**src/rtl/mem_arb_pkg.sv**
```systemverilog
// Shared types and constants for the fetch/data memory port arbiter.
package mem_arb_pkg;

  typedef enum logic [1:0] {
    IDLE   = 2'd0,
    ACCESS = 2'd1,
    WAIT   = 2'd2,
    RESP   = 2'd3
  } state_t;

  typedef enum logic {
    OWN_IF = 1'b0,
    OWN_D  = 1'b1
  } owner_t;

  localparam int PERF_W = 16;

endpackage

```
**src/rtl/mem_port_arbiter_perf_cnt.sv**
```systemverilog
// Saturating event counter used for the arbiter's optional performance outputs.
module arb_perf_cnt
  import mem_arb_pkg::*;
#(
  parameter int W = PERF_W
) (
  input  logic         clk,
  input  logic         reset,
  input  logic         inc,
  output logic [W-1:0] cnt
);

  logic [W-1:0] cnt_q;
  logic [W-1:0] cnt_d;

  // Count up on inc, holding at all-ones instead of wrapping.
  always_comb begin
    cnt_d = cnt_q;
    if (inc && (cnt_q != {W{1'b1}})) begin
      cnt_d = cnt_q + {{(W-1){1'b0}}, 1'b1};
    end
  end

  // Counter register, cleared by the asynchronous active-low reset.
  always_ff @(posedge clk or negedge reset) begin
    if (!reset) begin
      cnt_q <= '0;
    end else begin
      cnt_q <= cnt_d;
    end
  end

  assign cnt = cnt_q;

endmodule

```
**src/rtl/mem_port_arbiter.sv**
```systemverilog
// Arbitrates one fixed-latency single-ported memory between the instruction
// fetch port and the load/store port. Data normally wins a conflict; after
// STARVE_MAX consecutive data wins against a waiting fetch, fetch is forced.
// Define ARB_PERF_CNT_EN to add grant/conflict performance counters.
module mem_port_arbiter
  import mem_arb_pkg::*;
#(
  parameter int ADDR_W     = 32,
  parameter int DATA_W     = 32,
  parameter int MEM_LAT    = 2,
  parameter int STARVE_MAX = 4
) (
  input  logic              clk,
  input  logic              reset,
  input  logic              if_req,
  input  logic [ADDR_W-1:0] if_addr,
  output logic              if_ack,
  output logic [DATA_W-1:0] if_rdata,
  input  logic              d_req,
  input  logic              d_we,
  input  logic [ADDR_W-1:0] d_addr,
  input  logic [DATA_W-1:0] d_wdata,
  output logic              d_ack,
  output logic [DATA_W-1:0] d_rdata,
  output logic              mem_en,
  output logic              mem_we,
  output logic [ADDR_W-1:0] mem_addr,
  output logic [DATA_W-1:0] mem_wdata,
  input  logic [DATA_W-1:0] mem_rdata,
  output logic              cpu_stall,
  output logic              grant_d
`ifdef ARB_PERF_CNT_EN
  ,
  output logic [PERF_W-1:0] perf_if_grants,
  output logic [PERF_W-1:0] perf_d_grants,
  output logic [PERF_W-1:0] perf_conflicts
`endif
);

  localparam int LAT_W = $clog2(MEM_LAT + 1);
  localparam int STV_W = $clog2(STARVE_MAX + 1);
  localparam logic [LAT_W-1:0] LAT_LOAD   = LAT_W'(MEM_LAT - 1);
  localparam logic [LAT_W-1:0] LAT_ONE    = LAT_W'(1);
  localparam logic [STV_W-1:0] STARVE_TOP = STV_W'(STARVE_MAX);
  localparam logic [STV_W-1:0] STARVE_ONE = STV_W'(1);

  state_t            state_q, state_d;
  owner_t            owner_q, owner_d;
  logic [LAT_W-1:0]  lat_q, lat_d;
  logic [STV_W-1:0]  starve_q, starve_d;
  logic [ADDR_W-1:0] addr_q, addr_d;
  logic              we_q, we_d;
  logic [DATA_W-1:0] wdata_q, wdata_d;

  // Data takes the port unless fetch is also waiting and has been starved.
  logic d_wins;
  assign d_wins = d_req & ~(if_req & (starve_q == STARVE_TOP));

  // Next-state, request latching and starvation bookkeeping.
  always_comb begin
    state_d  = state_q;
    owner_d  = owner_q;
    lat_d    = lat_q;
    starve_d = starve_q;
    addr_d   = addr_q;
    we_d     = we_q;
    wdata_d  = wdata_q;
    case (state_q)
      IDLE: begin
        if (d_wins) begin
          owner_d = OWN_D;
          addr_d  = d_addr;
          we_d    = d_we;
          wdata_d = d_wdata;
          state_d = ACCESS;
        end else if (if_req) begin
          owner_d = OWN_IF;
          addr_d  = if_addr;
          we_d    = 1'b0;
          wdata_d = '0;
          state_d = ACCESS;
        end
        if (d_wins && if_req) begin
          if (starve_q != STARVE_TOP) begin
            starve_d = starve_q + STARVE_ONE;
          end
        end else begin
          starve_d = '0;
        end
      end
      ACCESS: begin
        lat_d   = LAT_LOAD;
        state_d = (MEM_LAT == 1) ? RESP : WAIT;
      end
      WAIT: begin
        lat_d = lat_q - LAT_ONE;
        if (lat_q == LAT_ONE) begin
          state_d = RESP;
        end
      end
      RESP: begin
        state_d = IDLE;
      end
      default: begin
        state_d = IDLE;
      end
    endcase
  end

  // State and latched-request registers; reset abandons any transaction.
  always_ff @(posedge clk or negedge reset) begin
    if (!reset) begin
      state_q  <= IDLE;
      owner_q  <= OWN_IF;
      lat_q    <= '0;
      starve_q <= '0;
      addr_q   <= '0;
      we_q     <= 1'b0;
      wdata_q  <= '0;
    end else begin
      state_q  <= state_d;
      owner_q  <= owner_d;
      lat_q    <= lat_d;
      starve_q <= starve_d;
      addr_q   <= addr_d;
      we_q     <= we_d;
      wdata_q  <= wdata_d;
    end
  end

  assign mem_en    = (state_q == ACCESS);
  assign mem_we    = mem_en & we_q;
  assign mem_addr  = addr_q;
  assign mem_wdata = wdata_q;
  assign grant_d   = (owner_q == OWN_D);
  assign if_ack    = (state_q == RESP) & (owner_q == OWN_IF);
  assign d_ack     = (state_q == RESP) & (owner_q == OWN_D);
  assign if_rdata  = if_ack ? mem_rdata : '0;
  assign d_rdata   = d_ack ? mem_rdata : '0;
  assign cpu_stall = reset & ((if_req & ~if_ack) | (d_req & ~d_ack));

`ifdef ARB_PERF_CNT_EN
  logic idle_c;
  assign idle_c = (state_q == IDLE);

  arb_perf_cnt #(.W(PERF_W)) u_perf_if (
    .clk   (clk),
    .reset (reset),
    .inc   (idle_c & if_req & ~d_wins),
    .cnt   (perf_if_grants)
  );

  arb_perf_cnt #(.W(PERF_W)) u_perf_d (
    .clk   (clk),
    .reset (reset),
    .inc   (idle_c & d_wins),
    .cnt   (perf_d_grants)
  );

  arb_perf_cnt #(.W(PERF_W)) u_perf_conf (
    .clk   (clk),
    .reset (reset),
    .inc   (idle_c & if_req & d_req),
    .cnt   (perf_conflicts)
  );
`endif

endmodule

```
**config.mk**
```make
export PLATFORM = sky130hd
export DESIGN_NAME = mem_port_arbiter
export DESIGN_NICKNAME = d
export VERILOG_FILES = /design/src/rtl/mem_arb_pkg.sv /design/src/rtl/mem_port_arbiter_perf_cnt.sv /design/src/rtl/mem_port_arbiter.sv
export SDC_FILE = /design/constraint.sdc
export NUM_CORES = 1
export LEC_CHECK = 0
export ABC_AREA = 1
export ABC_CLOCK_PERIOD_IN_PS = 2900
export BUFFER_PORTS_ARGS = -buffer_cell sky130_fd_sc_hd__buf_2
export CORE_AREA = 4 4 100 102
export CTS_BUF_LIST = sky130_fd_sc_hd__clkbuf_4
export CTS_CLUSTER_DIAMETER = 80
export DETAILED_ROUTE_END_ITERATION = 12
export DIE_AREA = 0 0 104 106
export PLACE_DENSITY = 0.94
export SETUP_SLACK_MARGIN = 0.5
export SLEW_MARGIN = 20
export SYNTH_ARGS = -nofsm -noshare
export SYNTH_HDL_FRONTEND = slang
export SYNTH_SLANG_ARGS = --single-unit
```
**constraint.sdc**
```tcl
create_clock -name clk -period 2.9 [get_ports clk]
set_input_delay 0.145 -clock clk [delete_from_list [all_inputs] [get_ports clk]]
set_output_delay 0.145 -clock clk [all_outputs]
set_load 0.01 [all_outputs]
```
* Word-level counts from Yosys, hierarchy flattened
Cells that the tools add are included.
** Storage, ports and cells
- Register bits :: 73
- Memories :: 0
- Bits in read-only memories :: 0
- Bits of input ports :: 133
- Latch bits :: 0
- Output and inout bits :: 134
- Logic and storage cells :: 54
- RAM bits :: 0
** Cells by class
- Divide/modulo/power cells :: 0
- Reductions and logical operators :: 7
- $lt $le $gt $ge :: 0
- Equality and inequality tests :: 9
- Shift-type cells :: 0
- Multiplexer cells :: 16
- Multipliers :: 0
- Bitwise operators :: 13
- $add $sub $neg :: 2
** Operators with widths (count)
- $mux W32 :: 6
- $and A1 B1 Y1 :: 8
- $pmux W2 S4 :: 1
- $mux W2 :: 3
- $mux W3 :: 2
- $ne A3 B3 Y1 const B :: 2
- $reduce_and A2 Y1 :: 3
- $eq A2 B1 Y1 const B :: 2
- $eq A2 B2 Y1 const B :: 2
- $not A1 Y1 :: 4
- $pmux W2 S2 :: 1
- $reduce_bool A2 Y1 :: 2
- $add A3 B1 Y3 const B :: 1
- $eq A3 B3 Y1 const B :: 1
- $mux W1 :: 3
- $logic_not A2 Y1 :: 1
- $ne A2 B1 Y1 const B :: 1
- $ne A2 B2 Y1 const B :: 1
- $sub A2 B1 Y2 const B :: 1
- $logic_and A1 B1 Y1 :: 1
- $or A1 B1 Y1 :: 1

* Depth between registers and ports, before layout
Gate-level depths: netlist (run 1).
- Word-level depth :: 7
- Mapped depth :: 9
- Mapped depth without buffers :: 7

* Worst setup path before layout (run 1)
No wires, ideal clock.
- Kind :: register -> register
- From :: reg state_q[0]
- To :: reg addr_q[10] (netlist: mem_addr[10])
- Cell stages (with the launch flop) :: 10
- Setup slack :: 1.423 ns
- Period minus slack after synthesis :: 1.477 ns
- Path buffers :: 2
- Setup time :: 0.118 ns
- Arrival time :: 1.359 ns
- Data required time :: 2.782 ns
- Path through :: dfrtp_1 -> inv_1 -> ha_1 -> inv_1 -> a21oi_4 -> inv_2 -> buf_2 -> buf_6 -> nand2_1 -> nand2_1
** Between the ends
- Longest elaborated chain between the ends :: 2
** RTL lines
- from (decl) :: RTL line mem_port_arbiter.sv:47 : state_t state_q, state_d;
- from (signal assigned) :: RTL line mem_port_arbiter.sv:121 : state_q <= state_d;
- $logic_not A2 Y1 :: RTL line mem_port_arbiter.sv:68 : case (state_q)
- $reduce_and A2 Y1 (no source line)
- to (signal assigned) :: RTL line mem_port_arbiter.sv:125 : addr_q <= addr_d;
- to (decl) :: RTL line mem_port_arbiter.sv:51 : logic [ADDR_W-1:0] addr_q, addr_d;
Every way passes these cells.
A chain may end at the register's enable or synchronous reset.

* Worst setup path in the final report (run 1)
- From :: reg state_q[0]
- To :: reg wdata_q[11] (netlist: mem_wdata[11])
** Between the ends
- Longest elaborated chain between the ends :: 2
** RTL lines
- $logic_not A2 Y1 :: RTL line mem_port_arbiter.sv:68
- $reduce_and A2 Y1 (no source line)
- to (signal assigned) :: RTL line mem_port_arbiter.sv:127 : wdata_q <= wdata_d;
- to (decl) :: RTL line mem_port_arbiter.sv:53 : logic [DATA_W-1:0] wdata_q, wdata_d;
Every way passes these cells.

==> key figures, run 1 <==
Yosys
  – Post-Syn Nets: 718
  – Top_reg_cell synth: dfrtp_1
  – Yosys cell types: 22
  – Top post-synthesis cells by area: dfrtp_1 46%, nand2_1 20%, inv_1 10%, nand3_1 8.8%, nor2_1 6.2%
  – Netlist Area Pre-Place: 3976 sq um
  – Post-synthesis cell count: 577
  – Avg Cell Area, Syn: 6.891 sq um
  – Number of synthesized flops with an enable pin: 0
  – Post-synth top area share: 45.94%
  – Seq/Total Area, Yosys: 45.94%
  – Most frequent cell after synthesis: nand2_1
  – Synth Register Bits: 73
  – Ys Warns: 0
  – Area leader, netlist: dfrtp_1
  – Post-synth top cells: 209 x nand2_1, 107 x inv_1, 73 x dfrtp_1, 70 x nand3_1, 66 x nor2_1
  – Share of synthesized registers carrying an async set or reset: 100.0%

GRT
  – Congestion Overflow GR: 0
  – First-pass GRT wire length: 21840 microns
  – Pin count of the biggest net entering global routing: 67
  – Vias in the first global route: 4446
  – Global Route Usage Sum: 24.73%
  – Initial antenna violation count: 2

Timing
  – Slew Limit Fails: 0
  – Tmin final: 2.142 ns
  – RSZ-0062 raised after global routing: false
  – Hold WS: 0.04135 ns
  – TNS Setup: 0 ns
  – Skew final: 0.02577 ns
  – Relative slew slack: 42.47%
  – Fin crit share: 73.88%
  – Measured slew at the worst slew-check pin: 0.8619 ns
  – Final setup viols: 0
  – Hold Violations, Final: 0
  – Max Clk Rate: 0.4667 GHz

CTS
  – Number of H-tree levels: 3
  – Num CTS Buffers: 9
  – Sink Count: 73
  – Postcts setup bufs: 0
  – Clk_lat worst skew: 0.40 ns
  – Worst-path clk slew: 0.13 ns
  – TritonCTS clock tree: built
  – CTS Root Cell: clkbuf_4
  – CTS max path bufs: 2

Drt
  – Per-cell routed wire length: 14.03 microns
  – Vias per cell: 4.639
  – First DRT Iteration DRCs: 327
  – Antenna Nets Post-Route: 0
  – Drt pass-1 iters: 5
  – WL final: 13830 microns
  – Total number of vias: 4574
  – Drc violations: 0

Worst setup path
  – Crit path largest cell delay: 0.68 ns
  – Cell Chain, Critical Path: inv_1 > ha_1 > inv_1 > a21oi_4 > clkinv_2 > nand2_1 > nand2_1
  – Startpoint type of the worst setup path: flop
  – WS Path Type: flop to flop
  – CP endpoint kind: flop
  – Worst Path Max Fanout: 66
  – Critical path arrival: 2.44 ns
  – Slowest cell on crit path: clkinv_2
  – Req. time, crit path: 3.20 ns

Layout
  – Final layout net count: 1009
  – Final cell count without fillers: 986
  – Area grow syn2layout: 47.11%
  – Layout cells sized above 1: 33.91%
  – Design Area, Final: 5849 sq um

Placed design
  – Post-DP HPWL: 10060 microns
  – Port bufs: 266
  – DP Cell Count: 932
  – Placed cell area: 5339 sq um
  – RePlAce Congestion: 0.8617

Floorplanning
  – Row count: 35
  – Core ar.: 9109 sq um
  – Die width: 104 microns
  – Die Span Y: 106 microns
  – IO Pins: 267
  – Die area: 11020 sq um
  – Initial core utilization: 43.65%

Power
  – Leakage: 0.003883 uW
  – Peak VDD IR: 0.4980 mV
  – PD cells: 815.6 nW/um^2

Outcome
  – Status: complete, no violations

Job
  – Max-cap viol count: 0

Min path
  – Hold Crit Class: input pin to flop
## critical path: cells and delay by family, from the launching register on
kind | cells | cell delay, ns
buf+inv | 3 | 0.91
flops | 1 | 0.43
simple gates | 2 | 0.39
fa+ha+maj | 1 | 0.17
compound gates | 1 | 0.15
## cell usage in the layout, fill, tap and decap left out, drive strengths merged
cell	Yosys	layout
nor2	67	67
nand3	70	70
xor2	1	1
nand2	210	210
o21bai	1	1
clkinvlp	0	3
dlygate4sd3	0	36
inv	110	110
ha	8	8
o22ai	1	1
o21ai	3	3
o21a	1	1
clkinv	0	2
clkbuf	11	10
diode	0	2
dfrtp	73	73
a21oi	2	2
buf	18	273
bufinv	0	1
a21boi	1	1
## per-layer routing
layer / share of wire [%] / vias up / wire, microns / GRT usage [%]
met5: 0 / - / 0 / 0
met4: 3.2 / 0 / 444 / 11.40
met3: 7.5 / 32 / 1044 / 5.950
met2: 53 / 227 / 7331 / 45.73
met1: 36 / 2047 / 5013 / 26.66
li1: - / 2268 / - / -
## cell type report
cell class	instances	area, sq um
Antenna cell	2	5.005
Fill cell	787	3259
Multi-Input combinational cell	365	1577
Clock inverter	6	66.31
Clock buffer	10	75.07
Inverter	110	414.1
Tap cell	111	138.9
Timing Repair Buffer	309	1747
Sequential cell	73	1827
## worst paths after layout
kind                                          start                        end  slack, ns  cells after the start
min reg2reg                mem_addr[28]$_DFFE_PN0P_   mem_addr[28]$_DFFE_PN0P_       0.49                      2
max                          state_q[0]$_DFFE_PN0P_  mem_wdata[11]$_DFFE_PN0P_       0.76                      7
max reg2reg                  state_q[0]$_DFFE_PN0P_  mem_wdata[11]$_DFFE_PN0P_       0.76                      7
min in group asynchronous                     reset   mem_addr[14]$_DFFE_PN0P_       0.25                      2
min                                      if_addr[2]    mem_addr[2]$_DFFE_PN0P_       0.04                      5
max in group asynchronous                     reset   mem_addr[22]$_DFFE_PN0P_       1.78                      3
## where the power goes
| group | total (uW) | leakage, uW | internal [uW] | switching, uW |
|---|---|---|---|---|
| clock | 632 | 0.0000690 | 274 | 358 |
| sequential | 1750 | 0.000912 | 1480 | 274 |
| combinational | 2390 | 0.00290 | 916 | 1470 |
## metrics by stage
stage	util (%)	setup slack [ns]	total power [uW]
2_1_floorplan	-	1.423	3144
3_3_place_gp	58.61	0.9896	4021
3_5_place_dp	58.61	0.8874	4122
4_1_cts	64.12	0.6195	4799
5_1_grt	64.22	0.5326	5179
6_report	64.22	0.7575	4771
## sequential cells by signal, summed over array words and instances (netlist names)
name,flops
grant_d,1
lat_q,2
mem_addr,32
mem_wdata,32
starve_q,3
state_q,2
we_q,1
## cell families (layout without fill, tap and decap cells)
| group | after synthesis | count (layout) | share of synthesized area [%] |
|---|---|---|---|
| AND/OR/NAND/NOR | 347 | 347 | 35.21 |
| buffers and inverters | 139 | 435 | 14.47 |
| flip-flops | 73 | 73 | 45.94 |
| AO/OA/AOI/OAI | 9 | 9 | 1.636 |
| adder cells (fa/ha/maj) | 8 | 8 | 2.517 |
| XOR/XNOR | 1 | 1 | 0.2203 |
| other | 0 | 2 | 0 |
## timing repair
action | CTS | global route
gates resized for setup | 0 | 1
endpoints found under the hold margin | 67 | 0
endpoints found under the setup margin | 0 | 5
hold buffers | 36 | 0
No activity file was read; power rests on OpenSTA's default activity.
==> run 2, diff against run 1 <==
Settings changed: ABC_CLOCK_PERIOD_IN_PS 2900 to 2100, CORE_AREA 4 4 100 102 to unset, CORE_ASPECT_RATIO set to 2, CORE_MARGIN set to 4, CORE_UTILIZATION set to 43, DIE_AREA 0 0 104 106 to unset, PLACE_DENSITY 0.94 to 0.93.
Clock period 2.9 ns to 2.1 ns, I/O delays scaled along.
==> key figures, run 2 (synthesized netlist as in run 1, its figures left out) <==
Drt
  – Max Used Layer: met4
  – Metal1 wirelength: 7038 microns (+40%)
  – DR WL met3: 2724 microns (+160%)
  – Per-cell routed wire length: 22.91 microns (+63%)
  – Drt pass-1 iters: 9 (+4)
  – Met2 WL: 11890 microns (+62%)
  – First DRT Iteration DRCs: 769 (+140%)
  – Total number of vias: 6134 (+34%)
  – Antenna Nets Post-Route: 0 (unchanged)
  – Drc violations: 0 (unchanged)
  – WL final: 24500 microns (+77%)
  – Vias per cell: 5.738 (+24%)

Layout
  – Fillers: 440 (-44%)
  – Commonest non-fill, non-tap cell in the layout: buf_2
  – Final cell count without fillers: 1069 (+8.4%)
  – Area grow syn2layout: 92.35%
  – Most frequent cells in the layout: 243 x buf_2, 187 x nand2_1, 102 x inv_1
  – Layout cells sized above 1: 44.29% (+10 points)
  – Final layout net count: 1100 (+9.0%)

Power
  – Peak VDD IR: 0.7209 mV (+45%)
  – Sequential power share: 28.4% (-8.4 points)
  – Leakage: 0.004457 uW (+15%)
  – Clock share of power: 10.7% (-2.6 points)
  – Switching Power: 4345 uW (+110%)
  – PD cells: 1175 nW/um^2 (+44%)
  – Combinational Power Share: 60.9% (+11 points)
  – Switching share of power: 48.34% (+4.3 points)
  – Int Pwr: 4643 uW (+74%)

Floorplanning
  – Row count: 49 (+40%)
  – Die area: 10940 sq um (-0.74%)
  – Core ar.: 9012 sq um (-1.1%)
  – Initial core utilization: 44.12% (+0.47 points)
  – IO Pins: 267 (unchanged)
  – Die Span Y: 144.0 microns (+36%)
  – Die width: 76.00 microns (-27%)

Timing
  – RSZ-0062 raised after global routing: true
  – Tmin final: 1.803 ns
  – Measured slew at the worst slew-check pin: 0.4180 ns (-0.4439 ns)
  – Skew final: 0.02457 ns (-0.001190 ns)
  – Slew Limit Fails: 0 (unchanged)
  – TNS Setup: 0 ns (unchanged)
  – Hold Violations, Final: 0 (unchanged)
  – Relative slew slack: 72.13% (+30 points)
  – Hold WS: 0.02713 ns (-0.01421 ns)
  – Fin crit share: 85.85%
  – Final setup viols: 0 (unchanged)
  – Max Clk Rate: 0.5547 GHz

Job
  – Max-cap viol count: 0 (unchanged)

Worst setup path
  – WS Path Type: flop to output pin
  – Req. time, crit path: 2.00 ns (-1.20 ns)
  – CP startpoint: state_q[0]$_DFFE_PN0P_
  – Reg2reg start: state_q[1]$_DFFE_PN0P_
  – Worst Path Max Fanout: 8 (-88%)
  – CP endpoint kind: output pin
  – CP delay by family, top: flip-flops
  – CP Buf/Inv Count: 2 (-1)
  – Slowest cell on crit path: dfrtp_2
  – Critical path arrival: 1.70 ns (-0.74 ns)
  – Cell Chain, Critical Path: ha_4 > nand2_8 > buf_12 > nor2_2 > buf_2
  – Startpoint type of the worst setup path: flop
  – Crit path largest cell delay: 0.45 ns (-0.23 ns)

CTS
  – Clk_lat worst skew: 0.46 ns (+0.06 ns)
  – Number of H-tree levels: 3 (unchanged)
  – Sink Count: 73 (unchanged)
  – Num CTS Buffers: 9 (unchanged)
  – CTS max path bufs: 2 (unchanged)
  – Worst-path clk slew: 0.13 ns (about the same)
  – TritonCTS clock tree: built
  – CTS Root Cell: clkbuf_4

Min path
  – Hold Startpoint: d_addr[8]
  – Hold Crit Class: input pin to flop

Placed design
  – Port bufs: 266 (unchanged)
  – Post-DP HPWL: 10720 microns (+6.5%)
  – DP Cell Count: 925 (-0.75%)
  – RePlAce Congestion: 0.8543 (-0.86%)

GRT
  – Global Route Usage Sum: 34.82% (+10 points)
  – Initial antenna violation count: 2 (unchanged)
  – Vias in the first global route: 5673 (+28%)
  – First-pass GRT wire length: 30080 microns (+38%)
  – Congestion Overflow GR: 0 (unchanged)
  – Pin count of the biggest net entering global routing: 34 (-49%)

Outcome
  – Status: complete, no violations
==> run 2: changes by cell type in the layout (fill, tap and decap cells not counted), sizes merged <==
cell / before / now
clkinvlp: 3 / 2
buf: 273 / 297
clkinv: 2 / 3
dlygate4sd3: 36 / 96
clkbuf: 10 / 12
diode: 2 / 3
inv: 110 / 115
==> run 2: metrics by stage <==
step	power, uW	util, %	worst slack, ns	area [sq um]
floorplan	4341	-	0.6233	3976
global placement	5630	59.56	0.1397	5368
detailed placement	5754	59.56	0.07116	5368
CTS	7501	75.75	0.3859	6827
global route	9295	84.84	0.2721	7646
finish	8987	84.87	0.2971	7649
==> run 2: cell type report <==
class                      instances  area (sq um)  area share (%)
timing repair buffer             396          2935           38.38
multi-input combinational        365          2088           27.30
sequential                        73          1829           23.92
inverter                         110         451.7           5.905
tap                              102         127.6           1.669
clock inverter                     7         78.83           1.031
clock buffer                       9         67.56          0.8834
timing repair inverter             4         62.56          0.8179
antenna                            3         7.507         0.09815
==> run 2: power by group through the flow <==
stage	sequential, uW	combinational (uW)	clock (uW)
floorplan	2660	1680	0
global placement	2410	3220	0
detailed placement	2420	3340	0
CTS	2410	4140	949
global route	2590	5700	1010
finish	2550	5470	964
==> run 2: final timing paths <==
| path | to | slack (ns) | depth (start not counted) |
|---|---|---|---|
| worst max-delay path | d_rdata[0] | 0.30 | 5 |
| worst min-delay path | mem_addr[8]$_DFFE_PN0P_ | 0.03 | 5 |
| worst max register to register | mem_addr[0]$_DFFE_PN0P_ | 0.33 | 10 |
| worst min register to register | mem_addr[20]$_DFFE_PN0P_ | 0.49 | 2 |
| max in group asynchronous | grant_d$_DFFE_PN0P_ | 1.36 | 3 |
| min in group asynchronous | lat_q[0]$_DFFE_PN0P_ | 0.05 | 2 |
==> run 2: routing by layer <==
metal / up-vias / track usage (%)
met3: 250 / 8.416
met5: - / 0
met4: 0 / 26.08
met1: 2718 / 33.55
met2: 696 / 63.07
li1: 2470 / -
==> run 2: what timing repair did <==
action,in CTS,in global routing
gates resized for setup,41,157
setup buffers,9,9
cloned,4,7
hold endpoints to repair,138,0
pin swaps,2,41
hold buffers,96,0
setup endpoints to repair,133,137
==> run 2: worst register-to-register path: cells and delay by family, from the launching register on <==
family                   cells  cell delay (ns)
AO/OA/AOI/OAI                1             0.21
adder cells (fa/ha/maj)      1             0.16
flip-flops                   1             0.45
AND/OR/NAND/NOR              2             0.23
buffers and inverters        6             0.65
